File: config.mk
export PLATFORM = sky130hd
export DESIGN_NAME = vector_reader
export DESIGN_NICKNAME = d
export VERILOG_FILES = /design/src/rtl/vector_reader.sv
export SDC_FILE = /design/constraint.sdc
export NUM_CORES = 1
export LEC_CHECK = 0
export CAP_MARGIN = 40
export CORE_MARGIN = 2
export CORE_UTILIZATION = 47
export DETAILED_ROUTE_END_ITERATION = 16
export PLACE_DENSITY = 0.8
export SYNTH_ARGS = -nofsm -noshare
export SYNTH_HDL_FRONTEND = slang
export SYNTH_SLANG_ARGS = --single-unit
File: constraint.sdc
create_clock -name clock -period 2.9 [get_ports clock]
set_clock_uncertainty 0.1 [all_clocks]
set_input_delay 0.58 -clock clock [delete_from_list [all_inputs] [get_ports clock]]
set_output_delay 0.58 -clock clock [all_outputs]
set_load 0.05 [all_outputs]
File: src/rtl/vector_reader.sv
// Reads up to MAX_NODES consecutive memory words starting at a byte address and
// captures the low VALUE_WIDTH bits of each into data_vector, then raises ready.
module vector_reader #(
  parameter int unsigned MAX_NODES   = 8,
  parameter int unsigned INDEX_WIDTH = 8,
  parameter int unsigned VALUE_WIDTH = 16,
  parameter int unsigned MADDR_WIDTH = 16,
  parameter int unsigned MDATA_WIDTH = 32
) (
  input  logic                                    clock,
  input  logic                                    reset,
  input  logic                                    enable,
  input  logic [MADDR_WIDTH-1:0]                  starting_address,
  input  logic [INDEX_WIDTH-1:0]                  number_of_nodes,
  output logic                                    mem_read_enable,
  output logic [MADDR_WIDTH-1:0]                  mem_addr,
  input  logic                                    wait_request,
  input  logic [MDATA_WIDTH-1:0]                  mem_read_data,
  input  logic                                    mem_read_valid,
  output logic [MAX_NODES-1:0][VALUE_WIDTH-1:0]   data_vector,
  output logic                                    ready
);

  typedef enum logic [1:0] {IDLE, ISSUE, WAIT_DATA, DONE} state_t;

  localparam logic [MADDR_WIDTH-1:0] WORD_BYTES = MADDR_WIDTH'(MDATA_WIDTH / 8);
  localparam logic [INDEX_WIDTH-1:0] MAX_COUNT  = INDEX_WIDTH'(MAX_NODES);

  state_t                  state_q, state_d;
  logic [MADDR_WIDTH-1:0]  start_q;
  logic [INDEX_WIDTH-1:0]  count_q;
  logic [INDEX_WIDTH-1:0]  index_q;
  logic                    armed_q;
  logic                    capture;
  logic                    start_latch;
  logic                    start_go;
  logic                    unused_data;

  // Only the low VALUE_WIDTH bits of each word are kept.
  assign unused_data = ^mem_read_data;

  // IDLE spends one cycle latching the pass parameters (armed_q) before acting on them.
  assign start_latch = (state_q == IDLE) && enable && !armed_q;
  assign start_go    = (state_q == IDLE) && enable && armed_q;

  assign mem_addr = start_q + MADDR_WIDTH'(index_q) * WORD_BYTES;

  always_ff @(posedge clock) begin
    if (reset) state_q <= IDLE;
    else       state_q <= state_d;
  end

  always_comb begin
    state_d         = state_q;
    capture         = 1'b0;
    mem_read_enable = 1'b0;
    ready           = 1'b0;
    case (state_q)
      IDLE: begin
        if (start_go) state_d = (count_q == '0) ? DONE : ISSUE;
      end
      ISSUE: begin
        mem_read_enable = 1'b1;
        if (!wait_request) state_d = WAIT_DATA;
      end
      WAIT_DATA: begin
        if (mem_read_valid) begin
          capture = enable;
          state_d = (index_q + INDEX_WIDTH'(1) == count_q) ? DONE : ISSUE;
        end
      end
      DONE: ready = 1'b1;
      default: state_d = IDLE;
    endcase
    if (!enable) state_d = IDLE;
  end

  always_ff @(posedge clock) begin
    if (reset) begin
      start_q     <= '0;
      count_q     <= '0;
      index_q     <= '0;
      armed_q     <= 1'b0;
      data_vector <= '0;
    end else begin
      armed_q <= start_latch;
      if (start_latch) begin
        start_q <= starting_address;
        count_q <= (number_of_nodes > MAX_COUNT) ? MAX_COUNT : number_of_nodes;
      end
      if (start_go) index_q <= '0;
      if (capture) begin
        for (int unsigned i = 0; i < MAX_NODES; i++) begin
          if (index_q == INDEX_WIDTH'(i)) data_vector[i] <= mem_read_data[VALUE_WIDTH-1:0];
        end
        index_q <= index_q + INDEX_WIDTH'(1);
      end
    end
  end

endmodule

Word level (Yosys, flattened, before mapping) --
Cells that the tools add are included. W data, S select, Z words.
Cells by class: mux-type cells 13, $add $sub $neg 2, bitwise logic cells 1, div/mod/pow operators 0, reductions and logical operators 19, shift operators 0, equal/unequal tests 14, $mul 0, order comparisons 1
Operators with widths (number):
- $eq A8 B3 Y1 const B | 4
- $mux W8 | 3
- $add A16 B10 Y16 | 1
- $eq A8 B2 Y1 const B | 2
- $logic_not A8 Y1 | 2
- $reduce_and A2 Y1 | 8
- $mux W2 | 5
- $add A8 B1 Y8 const B | 1
- $eq A8 B1 Y1 const B | 1
- $eq A8 B8 Y1 | 1
- $gt A8 B4 Y1 const B | 1
- $ne A2 B2 Y1 const B | 3
- $pmux W2 S3 | 1
- $eq A2 B2 Y1 const B | 2
- $mux W1 | 4
- $reduce_and A4 Y1 | 1
- $logic_and A1 B1 Y1 | 3
- $reduce_bool A3 Y1 | 1
- $eq A2 B1 Y1 const B | 1
- $logic_not A2 Y1 | 1
- $reduce_bool A2 Y1 | 1
- $reduce_or A2 Y1 | 1
- $logic_not A1 Y1 | 1
- $not A1 Y1 | 1
Storage, ports and cells: word-level logic and storage cells 63, flip-flop bits (word level) 163, memories 0, bits in read-only memories 0, bits in writable memories 0, output and inout bits 146, latch bits 0

Logic depth before layout (Yosys ltp) --
depth in word-level cells 5, depth in mapped cells 9

Least setup slack after synthesis --
No wires, ideal clock.
path type reg2out, start point register index_q[0], end point output mem_addr[12], cell stages (with the launch flop) 9, slack -242 ps, data required time 2220 ps, data arrival time 2462 ps, path through dfxtp_1 ha_1 fa_1 a21o_1 a21oi_1 nor2b_1 o22ai_1 nor2_1 xor2_1
On the way: word-level cells in the longest chain between the ends 1
Ends and longest elaborated chain:
- start, declared | RTL line 32 | logic [INDEX_WIDTH-1:0] index_q;
- start signal, assigned | RTL line 96 | index_q <= index_q + INDEX_WIDTH'(1);
- $add A16 B10 Y16 | RTL line 46 | assign mem_addr = start_q + MADDR_WIDTH'(index_q) * WORD_BYTES;
- end, declared | RTL line 16 | output logic [MADDR_WIDTH-1:0] mem_addr,
No other way between the ends.

Worst setup path in the final report --
start point register start_q[2], end point output mem_addr[8]
On the way: word-level cells in the longest chain between the ends 1
Ends and longest elaborated chain:
- start, declared | RTL line 30 | logic [MADDR_WIDTH-1:0] start_q;
- start signal, assigned | RTL line 88 | start_q <= starting_address;
- $add A16 B10 Y16 | RTL line 46
No other way between the ends.

==> impl_metrics.json <==
{
  "min_period_ns": 3.06,
  "synthToLayoutAreaGrowth_pct": 42.2,
  "grt_pass1_wl_mm": 30.9,
  "syn_area_per_cell_um2": 8.26,
  "status": "complete, but fails checks",
  "cts_buffers": 17,
  "vias": 6194,
  "crit_type": "register to primary output",
  "synthesis.nets": 903,
  "drc": 0,
  "maxSlewHeadroom_pct": 61.4,
  "synth-main-ff-cell": "dfxtp_1",
  "maxCapViolations": 0,
  "yosys-mux-area-fraction_pct": 2.36,
  "cts-root-buf": "clkbuf_16",
  "cts.sinks": 163,
  "crit_path_start_kind": "register",
  "grt_max_degree": 56,
  "seq_area_um2": 3270,
  "grt_util_all_layers_pct": 24.9,
  "crit_fanout": 2,
  "wire_per_inst_um": 16.4,
  "r2r_setup_slack_ns": 0.53,
  "final_nets": 1079,
  "rsz0062_at_grt": "yes",
  "drive_gt1_share_pct": 13.9,
  "yosys_warnings": 0,
  "postPlaceCellArea_um2": 8920,
  "violations": "setup timing",
  "syn_inst": 823,
  "die-area_um2": 15400,
  "start_util_pct": 48.6,
  "synthArstFlopShare_pct": 0,
  "dieHeight_um": 124,
  "cp-end-kind": "primary output",
  "powerDensity_nw_per_um2": 513,
  "grt_overflow": 0,
  "clk_pin_slew_ns": 0.06,
  "yosys.area_share.xor_xnor_pct": 2.96,
  "p_leak_nw": 3.54,
  "clockBufferDepth": 2,
  "busiest_layer": "met2",
  "core-area_um2": 14000,
  "viasPerCell": 5.20,
  "synth-simple-area-share_pct": 22.1,
  "grtUsageMet1_pct": 30.9,
  "tightest_slew_ns": 0.577,
  "use_met3_pct": 7.56,
  "io_pins": 207,
  "wirelength_mm": 19.6,
  "first_pass_iters": 5,
  "grt_pass1_vias": 5909,
  "die_w_um": 124,
  "num_rows": 43,
  "setup_viol": 7,
  "crit_required_ns": 2.22,
  "multi_input_area_um2": 3280,
  "max_clock_freq_mhz": 326,
  "cts_tree": "yes",
  "layout_setup_ws_ns": -0.164,
  "postLayoutCellArea_um2": 9670,
  "placed_cells": 1156,
  "htreeDepth": 4,
  "ant_nets": 0,
  "hpwl_mm": 13.3,
  "period_share_pct": 106,
  "final_cells": 1191,
  "clock_latency_ns": 0.43,
  "numPortBuffers": 190,
  "ys_ff_latch": 163,
  "cp_data_arrival_time_ns": 2.38,
  "yosysSeqAreaShare_pct": 48.0,
  "worst_ir_drop_vdd_mv": 0.384,
  "fill_cells": 1116,
  "drv_slew": 0,
  "diodes": 0,
  "use_met2_pct": 41.1,
  "synth_top_family_by_area": "simple AND/OR/NAND/NOR gates",
  "hold_class": "register to register",
  "synth_fa_ha_area_share_pct": 3.61,
  "ctsHoldBuffers": 0,
  "syn_area_um2": 6800,
  "drt-initial-drc-count": 422,
  "synth_edf_count": 0,
  "synth-compound-area-share_pct": 15.1,
  "gp_congestion": 0.839,
  "antenna_found_initial": 0,
  "synth_cell_type_count": 45,
  "hold_viol_final": 0
}
worst paths after layout:
path | start | depth (start not counted) | end
max | start_q[2] | 9 | mem_addr[8]
min | data_vector[52] | 2 | data_vector[52]
max reg2reg | index_q[4] | 7 | data_vector[23]
min reg2reg | data_vector[52] | 2 | data_vector[52]
flip-flops by register name, summed over array words and instances (netlist names):
| signal | flops |
|---|---|
| armed_q | 1 |
| count_q | 8 |
| data_vector | 128 |
| index_q | 8 |
| start_q | 16 |
| state_q | 2 |
synth_stat cells, types with 3 or more instances:
cell type / instances / area share (%)
a21o_1: 4 / 0.44
a21oi_1: 113 / 8.3
a21oi_2: 30 / 3.9
a22oi_1: 5 / 0.55
and2_1: 4 / 0.37
and3_1: 8 / 0.74
buf_2: 15 / 1.1
buf_4: 13 / 1.4
buf_6: 5 / 0.83
clkbuf_1: 29 / 1.6
clkbuf_2: 4 / 0.29
dfxtp_1: 163 / 48
ha_1: 18 / 3.3
inv_1: 6 / 0.33
mux2i_1: 16 / 2.4
nand2_1: 261 / 14
nand2_2: 5 / 0.46
nand2b_1: 3 / 0.28
nand3_1: 11 / 0.81
nor2_1: 41 / 2.3
nor3_1: 5 / 0.37
nor4_1: 4 / 0.37
o21a_1: 5 / 0.55
o21ai_0: 7 / 0.52
xnor2_1: 15 / 1.9
xor2_1: 8 / 1.0
metal layers:
metal  up-vias  part of all wire [%]
met1      2945                    44
met4         0                   2.1
met5         -                     0
li1       3042                     -
met2       182                    48
met3        25                   6.6
through the flow:
stage          power (mW)  hold slack, ns  TNS (ns)  setup WS (ns)  util (%)
6_report             4.96           0.352    -0.834         -0.164      69.2
5_1_grt              5.11           0.369     -1.44         -0.235      69.2
4_1_cts              4.98           0.354    -0.708         -0.155      69.0
3_5_place_dp         2.74           0.346         0          0.138      63.8
3_3_place_gp         2.74           0.341         0          0.150      63.8
2_1_floorplan        2.57           0.337         0        0.00304         -
placed cells by master (no fill, tap or decap), drive strengths merged, types with 3 or more instances in the layout:
cell / netlist / layout
a21oi: 143 / 143
nand2: 266 / 266
dfxtp: 163 / 163
nand2b: 3 / 3
clkbuf: 33 / 25
xor2: 8 / 8
nand3: 12 / 12
a22oi: 5 / 5
nor4: 4 / 4
o21a: 5 / 5
nor3: 6 / 6
nor3b: 3 / 3
ha: 18 / 18
buf: 34 / 47
a21o: 4 / 4
and2: 4 / 4
mux2i: 16 / 16
nor2: 41 / 41
o21ai: 7 / 7
and3: 8 / 8
clkdlybuf4s50: 0 / 176
xnor2: 15 / 15
inv: 6 / 8
or4: 3 / 3
repair_timing:
| action | CTS | global route |
|---|---|---|
| setup buffers | 2 | 2 |
| pin swaps | 7 | 4 |
| setup endpoints to repair | 7 | 7 |
| gates resized for setup | 23 | 4 |
area by class of cell:
cell class	instances	share of cell area, %
Clock buffer	25	5.12
Timing Repair Buffer	224	23.7
Inverter	6	0.233
Sequential cell	163	33.8
Tap cell	180	2.33
Clock inverter	6	0.970
Multi-Input combinational cell	587	33.9
worst max-delay path: stages, from the launching register on:
cell and delay [ns]:
dfxtp_2 0.34, ha_4 0.16, fa_2 0.34, a21o_1 0.18
a21oi_2 0.17, nor2b_2 0.07, o21a_1 0.20, nor2_2 0.17
xnor2_2 0.15, buf_12 0.16
cells by family after synthesis:
family / Yosys count
AO/OA/AOI/OAI: 172
XOR/XNOR: 23
adder cells (fa/ha/maj): 19
buffers and inverters: 73
flip-flops: 163
multiplexers: 16
AND/OR/NAND/NOR: 357
power by group:
group          switching (mW)  internal, mW  total (mW)
Combinational           0.246         0.173       0.420
Sequential             0.0242          2.26        2.29
Clock                   0.893          1.36        2.26
Total                    1.16          3.80        4.96
(Power assumes the default switching activity.)
